### config.mk
export PLATFORM = sky130hd
export DESIGN_NAME = wshb_intercon_rr
export DESIGN_NICKNAME = d
export VERILOG_FILES = /design/src/rtl/wshb_intercon_pkg.sv /design/src/rtl/rr_arbiter.sv /design/src/rtl/wshb_intercon_rr.sv
export SDC_FILE = /design/constraint.sdc
export NUM_CORES = 1
export LEC_CHECK = 0
export CELL_PAD_IN_SITES_DETAIL_PLACEMENT = 1
export CELL_PAD_IN_SITES_GLOBAL_PLACEMENT = 1
export CORE_AREA = 2 2 183 185
export DETAILED_ROUTE_END_ITERATION = 8
export DIE_AREA = 0 0 185 187
export PLACE_DENSITY_LB_ADDON = 0.12
export RECOVER_POWER = 25
export SETUP_SLACK_MARGIN = 0.05
export SYNTH_ARGS = -nofsm -noshare
export SYNTH_HDL_FRONTEND = slang
export SYNTH_SLANG_ARGS = --single-unit
### constraint.sdc
create_clock -name clk -period 3.6 [get_ports clk]
set_input_delay 0.72 -clock clk [delete_from_list [all_inputs] [get_ports clk]]
set_output_delay 0.72 -clock clk [all_outputs]
set_load 0.03 [all_outputs]
### src/rtl/wshb_intercon_pkg.sv
// ============================================================================
// wshb_intercon_pkg : shared constants and helpers for wshb_intercon_rr
// Rev 1.0
// ============================================================================
`default_nettype none

package wshb_intercon_pkg;

  localparam logic [2:0] CTI_CLASSIC = 3'b000;
  localparam logic [2:0] CTI_INCR    = 3'b010;
  localparam logic [2:0] CTI_EOB     = 3'b111;

  // Width of an owner index; a single-master build still needs one bit.
  function automatic int owner_w(input int n);
    return (n > 1) ? $clog2(n) : 1;
  endfunction

endpackage

`default_nettype wire

### src/rtl/rr_arbiter.sv
// ============================================================================
// rr_arbiter : combinational round-robin pick, scanning from ptr+1 upwards
// Rev 1.0
// ============================================================================
`default_nettype none

module rr_arbiter
  import wshb_intercon_pkg::*;
#(
  parameter int NB_MASTERS = 4
) (
  input  logic [NB_MASTERS-1:0]            req,
  input  logic [owner_w(NB_MASTERS)-1:0]   ptr,
  output logic [NB_MASTERS-1:0]            gnt
);

  logic found;

  // Priority distance k=1 is the master just after ptr; ptr itself comes last.
  always_comb begin
    gnt   = '0;
    found = 1'b0;
    for (int k = 1; k <= NB_MASTERS; k++) begin
      for (int i = 0; i < NB_MASTERS; i++) begin
        if (!found && req[i] && (i == ((int'(ptr) + k) % NB_MASTERS))) begin
          gnt[i] = 1'b1;
          found  = 1'b1;
        end
      end
    end
  end

endmodule

`default_nettype wire

### src/rtl/wshb_intercon_rr.sv
// ============================================================================
// wshb_intercon_rr : N-master to 1-slave Wishbone interconnect, round robin
// Optional watchdog enabled by defining WSHB_INTERCON_TIMEOUT_EN.  Rev 1.0
// ============================================================================
`default_nettype none

module wshb_intercon_rr
  import wshb_intercon_pkg::*;
#(
  parameter int NB_MASTERS = 4,
  parameter int ADR_W      = 32,
  parameter int DAT_W      = 32,
  parameter int TIMEOUT    = 255
) (
  input  logic                                clk,
  input  logic                                rst_n,
  input  logic [NB_MASTERS-1:0]               m_cyc,
  input  logic [NB_MASTERS-1:0]               m_stb,
  input  logic [NB_MASTERS-1:0]               m_we,
  input  logic [NB_MASTERS-1:0][ADR_W-1:0]    m_adr,
  input  logic [NB_MASTERS-1:0][DAT_W-1:0]    m_dat_ms,
  input  logic [NB_MASTERS-1:0][DAT_W/8-1:0]  m_sel,
  input  logic [NB_MASTERS-1:0][2:0]          m_cti,
  input  logic [NB_MASTERS-1:0][1:0]          m_bte,
  output logic [NB_MASTERS-1:0]               m_ack,
  output logic [NB_MASTERS-1:0]               m_err,
  output logic [NB_MASTERS-1:0]               m_rty,
  output logic [DAT_W-1:0]                    m_dat_sm,
  output logic                                s_cyc,
  output logic                                s_stb,
  output logic                                s_we,
  output logic [ADR_W-1:0]                    s_adr,
  output logic [DAT_W-1:0]                    s_dat_ms,
  output logic [DAT_W/8-1:0]                  s_sel,
  output logic [2:0]                          s_cti,
  output logic [1:0]                          s_bte,
  input  logic                                s_ack,
  input  logic                                s_err,
  input  logic                                s_rty,
  input  logic [DAT_W-1:0]                    s_dat_sm,
  output logic [NB_MASTERS-1:0]               gnt,
  output logic                                timeout_o
);

  localparam int OW = owner_w(NB_MASTERS);

  logic                  owner_vld;
  logic [OW-1:0]         owner;
  logic [OW-1:0]         last;
  logic [OW-1:0]         nxt_idx;
  logic [NB_MASTERS-1:0] arb_gnt;
  logic                  own_cyc;
  logic                  rearb;
  logic                  tmo;

  // The owner keeps the bus for as long as it holds cyc; re-arbitrate otherwise.
  assign own_cyc = owner_vld & m_cyc[owner];
  assign rearb   = ~own_cyc;

  rr_arbiter #(
    .NB_MASTERS (NB_MASTERS)
  ) u_arb (
    .req (m_cyc),
    .ptr (last),
    .gnt (arb_gnt)
  );

  always_comb begin
    nxt_idx = '0;
    for (int i = 0; i < NB_MASTERS; i++) begin
      if (arb_gnt[i]) nxt_idx = OW'(i);
    end
  end

  always_ff @(posedge clk) begin
    if (!rst_n) begin
      owner_vld <= 1'b0;
      owner     <= '0;
      last      <= OW'(NB_MASTERS - 1);
    end else if (rearb) begin
      if (|arb_gnt) begin
        owner_vld <= 1'b1;
        owner     <= nxt_idx;
        last      <= nxt_idx;
      end else begin
        owner_vld <= 1'b0;
      end
    end
  end

  always_comb begin
    gnt = '0;
    if (owner_vld) gnt[owner] = 1'b1;
  end

  always_comb begin
    s_cyc    = 1'b0;
    s_stb    = 1'b0;
    s_we     = 1'b0;
    s_adr    = '0;
    s_dat_ms = '0;
    s_sel    = '0;
    s_cti    = '0;
    s_bte    = '0;
    m_ack    = '0;
    m_err    = '0;
    m_rty    = '0;
    if (owner_vld) begin
      s_cyc        = m_cyc[owner];
      s_stb        = m_stb[owner] & ~tmo;
      s_we         = m_we[owner];
      s_adr        = m_adr[owner];
      s_dat_ms     = m_dat_ms[owner];
      s_sel        = m_sel[owner];
      s_cti        = m_cti[owner];
      s_bte        = m_bte[owner];
      m_ack[owner] = s_ack;
      m_err[owner] = s_err | tmo;
      m_rty[owner] = s_rty;
    end
  end

  assign m_dat_sm = s_dat_sm;

`ifdef WSHB_INTERCON_TIMEOUT_EN
  localparam int CW = $clog2(TIMEOUT + 1);

  logic [CW-1:0] wd_cnt;
  logic          stall;

  assign stall = own_cyc & m_stb[owner] & ~(s_ack | s_err | s_rty);
  assign tmo   = owner_vld & (wd_cnt == CW'(TIMEOUT));

  always_ff @(posedge clk) begin
    if (!rst_n || rearb || !stall || tmo) begin
      wd_cnt <= '0;
    end else begin
      wd_cnt <= wd_cnt + 1'b1;
    end
  end
`else
  // Watchdog absent: keep the limit referenced so the parameter is not dangling.
  logic [31:0] unused_timeout;
  assign unused_timeout = 32'(TIMEOUT);
  assign tmo            = 1'b0;
`endif

  assign timeout_o = tmo;

endmodule

`default_nettype wire

=== After elaboration in Yosys (flattened, before gate mapping) ===
Cells that the tools add are included.
Widths: inputs -> output; s select.

* Register bits: 5
* Input bits: 341
* Output and inout port bits: 125
* Word-level logic and storage cells: 151

* $add $sub $neg: 4
* Magnitude comparators: 2
* Equality and inequality tests: 12
* Mux-type cells: 64
* Bitwise gates (word level): 9
* Reductions and logical operators: 57

{| class="wikitable"
|+ Operator list
! operator !! number
|-
| $bmux 32 s2 || 2
|-
| $logic_not 32->1 || 4
|-
| $mux 32 || 4
|-
| $mux 1 || 39
|-
| $logic_and 1x1->1 || 32
|-
| $eq 3x3->1 const A || 8
|-
| $mux 4 || 6
|-
| $logic_not 1->1 || 15
|-
| $and 4x4->4 || 3
|-
| $eq 2x3->1 const A || 4
|-
| $bmux 4 s2 || 1
|-
| $mux 2 || 4
|-
| $reduce_or 2->1 || 4
|-
| $bmux 1 s2 || 3
|-
| $bmux 3 s2 || 1
|-
| $mux 3 || 2
|-
| $add 2x1->2 const B || 2
|-
| $add 2x2->2 const B || 2
|-
| $and 1x1->1 const A || 4
|-
| $bmux 2 s2 || 1
|-
| $reduce_or 4->1 || 1
|-
| $lt 2x3->1 const B || 1
|-
| $demux 1 s2 || 1
|-
| $ge 2x1->1 const B || 1
|-
| 3 further kinds || 3
|}

=== Logic depth before layout (Yosys ltp) ===
Gate-level depths: netlist of run 1.

* Depth after elaboration: 68
* Gate-level depth with buffers: 6
* Gate-level depth less buffers: 4

=== Hierarchy ===
Synthesis of run 1 repeated with hierarchy kept, for this count alone.

* Cells, all modules: 270
* Area, all modules: 2,982.9 um^2

{| class="wikitable"
|+ By module, submodules not included
! module !! instances !! cells each !! area an instance (um^2) !! sequential area each (um^2)
|-
| wshb_intercon_rr || 1 || 253 || 2,877.8 || 100.1
|-
| rr_arbiter || 1 || 17 || 105.1 || 0.0
|}

=== Worst setup path after synthesis of run 1 ===
No wires, ideal clock.

* Kind: register to output
* From: register owner[0]
* To: output port m_ack[1]
* Arrival time: 1.589 ns
* Required time: 2.880 ns
* Setup slack: 1.291 ns
* Cell stages (with the launch flop): 6
* Cell sequence: dfxtp_1 buf_6 buf_6 nand2_1 nor2_1 and2_1

* Longest elaborated chain between the ends: 6
* Elaborated cells on any way between the ends: 7
* Those cells by class: order compare: 2; mux: 3; bitwise: 1; reduce/logical: 1

{| class="wikitable"
|+ Ends and longest elaborated chain
! element !! line !! source
|-
| start: declaration || wshb_intercon_rr.sv:48 || <nowiki>logic [OW-1:0] owner;</nowiki>
|-
| start signal: assignment || wshb_intercon_rr.sv:83 || <nowiki>owner <= nxt_idx;</nowiki>
|-
| $lt 2x3->1 (implied by the code) or $ge 2x1->1 (tied branches) || wshb_intercon_rr.sv:117 || <nowiki>m_ack[owner] = s_ack;</nowiki>
|-
| $logic_and 1x1->1 (implied by the code) || wshb_intercon_rr.sv:117 ||
|-
| $mux 1 (implied by the code) || wshb_intercon_rr.sv:117 ||
|-
| $demux 1 s2 * || wshb_intercon_rr.sv:117 ||
|-
| $and 4x4->4 (no line) * || n/a ||
|-
| $mux 4 * || wshb_intercon_rr.sv:108 || <nowiki>if (owner_vld) begin</nowiki>
|-
| end: declaration || wshb_intercon_rr.sv:25 || <nowiki>output logic [NB_MASTERS-1:0] m_ack,</nowiki>
|}

Every way passes the cells marked *; elsewhere a longest branch is shown, timed or not.

=== Worst setup path in the final report of run 1 ===
* From: input port m_dat_ms[107] (netlist bit)
* To: output port s_dat_ms[11]

* Longest elaborated chain between the ends: 3

{| class="wikitable"
|+ Ends and longest elaborated chain
! element !! line !! source
|-
| start: declaration || wshb_intercon_rr.sv:21 || <nowiki>input logic [NB_MASTERS-1:0][DAT_W-1:0] m_dat_ms,</nowiki>
|-
| $bmux 32 s2 || wshb_intercon_rr.sv:113 || <nowiki>s_dat_ms = m_dat_ms[owner];</nowiki>
|-
| $mux 32 (implied by the code) || wshb_intercon_rr.sv:113 ||
|-
| $mux 32 || wshb_intercon_rr.sv:108 ||
|-
| end: declaration || wshb_intercon_rr.sv:33 || <nowiki>output logic [DAT_W-1:0] s_dat_ms,</nowiki>
|}

No other way between the ends. The select of a mux whose other input is x is not followed.

==> run summary, run 1 <==
Outcome: finished, final reports clean
Cts hold-fix bufs: 0
DRT iter0 DRCs: 97
Num CTS Buffers: 3
WP data arrival: 2.56 ns
Final nets: 959
Hpwl dp: 17.5 mm
Unrepaired setup endpoints after global routing: false
Routability cong.: 0.780
Yosys warning count: 0
Clock sink count: 5
Crit path top cell by count: clkdlybuf4s50_1
Crit path max-delay cell type: clkdlybuf4s50_1
Fin crit share: 0.910
Overflow after GRT: 0
Worst slew margin: 0.656
Global-route usage over all layers: 0.112
Initial core utilization: 0.0924
CORE AREA: 0.0329 mm^2
Pre-Repair DR Iteration Count: 4
F_max: 305 MHz
Share of cells above drive strength 1: 0.151
Max VDD drop: 0.145 mV
Final WL: 20.5 mm
Vias/cell: 3.60
First-pass GRT wire length: 29.2 mm
Area grow syn2layout: 142%
Synth top cells by count: and2_1, mux4_2, buf_4
Post-synth EDFFs: 0
Worst hold path type: flip-flop to flip-flop
Ports: 466
Max cap viols: 0
PwrDens: 229 mW/mm^2
Count of state elements after synthesis: 5
Startpoint Class: input pin
Sequential cell area fraction in the yosys report: 0.0330
# setup viols final: 0
Total setup buffers inserted after CTS: 0
Final Hold Violating Endpoints: 0
Root Buffer: clkbuf_16
Critical path's top delay family: buffers and inverters
Post-Syn Instances: 266
Synth area leader: mux4_2
Post-synthesis cell type count: 31
Largest net degree at the start of global routing: 47
Most common cell in the netlist: and2_1
Die Span X: 185 um
Post-DRT Antenna Nets: 0
Via count: 3835
Largest stage delay, worst path: 0.60 ns
Min-delay src: last[1]
FFs w/ async S/R, synth: 0
Max Transition Viols Final: 0
Synth top area cells: mux4_2, and2_1, buf_4, dfxtp_1, buf_6
R2R Path Start: owner[1]
Clock Skews: 0.00106 ns
Die ar.: 0.0346 mm^2
Clk pin slew, worst setup/hold paths: 0.03 ns
Final antenna diode count: 0
Setup ws final: 0.323 ns
CTS max path bufs: 2
Worst setup path start: m_dat_ms[107]
Synthesized area per cell: 11.4 um^2
Fin crit period: 3.28 ns
WP buf/inv: 2
Row count: 67
Setup TNS: 0 ns
Area share of the largest cell type after synthesis: 0.556
Residual DRC: 0
Initial antenna violation count: 2
Filler Cell Count: 3762
H-tree levels: 1
# port buffers: 400
Clk Latency, worst-skew pair: 0.23 ns
CP Capture Type: output port
Die height: 187 um
Worst setup path category: input pin to output port
Synthesized Nets: 607
CTS tree: built
Critical path cell sequence: clkdlybuf4s50_1 -> mux4_2 -> and2_1 -> clkdlybuf4s50_1
Most common flop cell mapped by yosys: dfxtp_1
Tightest Pin Transition: 0.511 ns
Lkg Pwr: 0.00244 uW
Wirelength per Cell: 19.2 um
Vias in the first global route: 4410
Crit path max fanout: 1
CTS-repair resized insts: 0
CP required: 2.88 ns
Hold_ws: 0.601 ns
Pre-CTS WS: 0.333 ns
Synth Cell Area: 0.00304 mm^2
[final cells by class]
| class | count | area, um^2 | area share |
|---|---|---|---|
| Timing Repair Buffer | 406 | 4090 | 0.557 |
| Multi-Input combinational cell | 197 | 2480 | 0.339 |
| Tap cell | 448 | 561 | 0.0764 |
| Sequential cell | 5 | 109 | 0.0148 |
| Clock buffer | 4 | 78.8 | 0.0107 |
| Inverter | 5 | 18.8 | 0.00256 |
[flip-flops by register name, indices dropped and copies added (netlist names)]
name and flops:
last 2, owner 2, owner_vld 1
[per-layer routing]
layer	part of all wire	global-route usage
met1	0.32	0.107
met2	0.57	0.233
met3	0.094	0.0325
met4	0.017	0.0180
met5	0.0011	0
[kinds of logic after synthesis]
group,share of synthesized area
simple gates,0.213
mux,0.566
buf+inv,0.148
compound gates,0.0379
flops,0.0330
other cells,0.00124
[stage by stage]
step / power [uW] / instances / instance area (um^2) / util
after CTS: 1710 / 1065 / 7340 / 0.223
final: 1680 / 1065 / 7340 / 0.223
after global placement: 1510 / 1061 / 7260 / 0.221
after floorplan: 920 / 266 / 3040 / -
after detailed placement: 1520 / 1061 / 7260 / 0.221
after global routing: 1790 / 1065 / 7340 / 0.223
[cell usage in the layout (no fill, tap or decap)]
cell and instances:
and3_1 4, a211oi_2 1, dfxtp_2 1, clkbuf_1 1, clkbuf_16 3, o21bai_4 1
mux4_2 75, nor2_1 5, nand2_1 2, o22ai_1 1, and2_1 85, o2bb2ai_1 1
a31oi_1 1, o22ai_2 1, nor2b_1 2, nand3b_1 1, a21oi_1 3, nor4_1 1
inv_1 5, nand2b_4 1, dfxtp_1 2, a221oi_2 1, nand2b_1 2, nor3_1 1
o21ai_0 2, conb_1 1, buf_4 3, buf_12 3, clkdlybuf4s50_1 400, dfxtp_4 2
o211a_1 1, mux2i_1 3, nor2_2 1
[final timing paths]
check / cells after the start / slack [ns] / end
worst min-delay path: 2 / 0.60 / last[1]
worst min register to register: 2 / 0.60 / last[1]
worst max register to register: 4 / 1.97 / owner[1]
worst max-delay path: 4 / 0.32 / s_dat_ms[11]
[power by group]
group	switching [uW]	total, uW	leakage (uW)	internal, uW
combinational	587	1410	0.00236	824
sequential	20.9	85.9	0.0000430	65.0
clock	36.2	183	0.0000382	147
[worst reg2reg max path: cells and delay by family, from the launching register on]
family	cells	cell delay, ns
flip-flops	1	0.52
AO/OA/AOI/OAI	3	0.57
multiplexers	1	0.47
(Power assumes the default switching activity.)
==> inputs of run 2 (changes only) <==
--- a/config.mk
+++ b/config.mk
@@ -7,9 +7,10 @@
 export LEC_CHECK = 0
 export CELL_PAD_IN_SITES_DETAIL_PLACEMENT = 1
 export CELL_PAD_IN_SITES_GLOBAL_PLACEMENT = 1
-export CORE_AREA = 2 2 183 185
+export CORE_AREA = 2 2 184 186
 export DETAILED_ROUTE_END_ITERATION = 8
-export DIE_AREA = 0 0 185 187
+export DIE_AREA = 0 0 186 188
+export MAX_ROUTING_LAYER = met4
 export PLACE_DENSITY_LB_ADDON = 0.12
 export RECOVER_POWER = 25
 export SETUP_SLACK_MARGIN = 0.05
==> constraint.sdc (replaced) <==
create_clock -name clk -period 3.4 [get_ports clk]
set_input_delay 0.68 -clock clk [delete_from_list [all_inputs] [get_ports clk]]
set_output_delay 0.68 -clock clk [all_outputs]
set_load 0.03 [all_outputs]
==> run summary, run 2 (synthesis results as in run 1) <==
Outcome: finished, final reports clean
Largest net degree at the start of global routing: 52 (+11%)
Commonest non-fill, non-tap cell in the layout: clkdlybuf4s50_1
Initial antenna violation count: 2 (unchanged)
Final WL: 21.1 mm (+2.9%)
CTS-repair resized insts: 0 (unchanged)
Max cap viols: 0 (unchanged)
Area grow syn2layout: 143%
Hold depth: 2 (unchanged)
DRT iter0 DRCs: 70 (-28%)
Biggest registers after layout: last x2, owner x2, owner_vld x1
Fin crit period: 3.15 ns
R2R depth: 5 (+1)
First-pass GRT wire length: 29.8 mm (+2.1%)
Die ar.: 0.0350 mm^2 (+1.1%)
Clock Skews: 0.00153 ns (+0.000476 ns)
# setup viols final: 0 (unchanged)
Die Span X: 186 um (+0.54%)
Crit path max fanout: 1 (unchanged)
Cts hold-fix bufs: 0 (unchanged)
Ports: 466 (unchanged)
Worst setup path category: input pin to output port
Final nets: 961 (+0.21%)
Worst hold path type: flip-flop to flip-flop
CTS tree: built
Most frequent cells in the layout: clkdlybuf4s50_1, and2_1, mux4_2
Crit path top cell by count: clkdlybuf4s50_1
CORE AREA: 0.0331 mm^2 (+0.77%)
# port buffers: 400 (unchanged)
Vias in the first global route: 4526 (+2.6%)
Critical path cell sequence: clkdlybuf4s50_1 -> mux4_2 -> and2_1 -> clkdlybuf4s50_1
Crit path max-delay cell type: clkdlybuf4s50_1
Clock sink count: 5 (unchanged)
Largest stage delay, worst path: 0.59 ns (about the same)
Hpwl dp: 18.1 mm (+3.6%)
Num CTS Buffers: 3 (unchanged)
Final Hold Violating Endpoints: 0 (unchanged)
Vias/cell: 3.55 (-1.3%)
Root Buffer: clkbuf_16
Wirelength per Cell: 19.7 um (+2.4%)
Pre-Repair DR Iteration Count: 4 (unchanged)
CP required: 2.72 ns (-0.16 ns)
Post-DRT Antenna Nets: 0 (unchanged)
H-tree levels: 1 (unchanged)
Clk Latency, worst-skew pair: 0.22 ns (about the same)
Residual DRC: 0 (unchanged)
F_max: 317 MHz
Routability cong.: 0.775 (-0.65%)
Global-route usage over all layers: 0.117 (+0.00495)
Total setup buffers inserted after CTS: 0 (unchanged)
Die height: 188 um (+0.53%)
CP Capture Type: output port
WP data arrival: 2.47 ns (-0.09 ns)
CTS max path bufs: 2 (unchanged)
Clk pin slew, worst setup/hold paths: 0.03 ns (about the same)
Lkg Pwr: 0.00246 uW (+0.80%)
Max VDD drop: 0.168 mV (+16%)
Hold_ws: 0.591 ns (-0.00947 ns)
Via count: 3803 (-0.83%)
Unrepaired setup endpoints after global routing: false
Row count: 67 (unchanged)
Share of cells above drive strength 1: 0.155 (+0.00436)
Overflow after GRT: 0 (unchanged)
Initial core utilization: 0.0917 (-0.000702)
Max Transition Viols Final: 0 (unchanged)
PwrDens: 243 mW/mm^2 (+6.1%)
Startpoint Class: input pin
Setup TNS: 0 ns (unchanged)
Fin crit share: 0.927
-- run 2: final cells by class --
| type | instances | area [um^2] |
|---|---|---|
| fill | 3809 | 25700 |
| timing repair buffer | 408 | 4120 |
| multi-input combinational | 197 | 2480 |
| tap | 448 | 561 |
| sequential | 5 | 109 |
| clock buffer | 4 | 78.8 |
| inverter | 5 | 18.8 |
| antenna | 3 | 7.51 |
-- run 2: worst paths after layout --
path	start	to	slack [ns]
max reg2reg	owner[1]	owner[1]	1.74
min reg2reg	last[1]	last[1]	0.59
min	last[1]	last[1]	0.59
max	m_bte[7]	s_bte[1]	0.25
-- run 2: worst max-delay path, delay by kind of cell --
| kind | cells | cell delay [ns] |
|---|---|---|
| mux | 1 | 0.53 |
| simple gates | 1 | 0.18 |
| buf+inv | 2 | 1.07 |
-- run 2: metrics by stage --
stage | instance area, um^2 | instances | util | total power, uW | setup WS (ns)
after floorplan | 3040 | 266 | - | 974 | 1.13
after global placement | 7300 | 1063 | 0.220 | 1620 | 0.229
after detailed placement | 7300 | 1063 | 0.220 | 1630 | 0.224
after CTS | 7380 | 1067 | 0.223 | 1840 | 0.219
after global routing | 7380 | 1069 | 0.223 | 1910 | 0.243
final | 7380 | 1070 | 0.223 | 1790 | 0.248
-- run 2: report_power, final --
part | internal (uW) | switching, uW
clock | 155 | 36.6
combinational | 883 | 631
sequential | 68.8 | 19.8
total | 1110 | 687
-- run 2: metal layers --
| metal | GRT usage | routed length, um | vias to the layer above |
|---|---|---|---|
| met5 | - | 0 | - |
| met4 | 0.0133 | 203 | 0 |
| met3 | 0.0262 | 1800 | 14 |
| met2 | 0.237 | 12000 | 207 |
| met1 | 0.114 | 7010 | 1879 |
| li1 | - | - | 1703 |
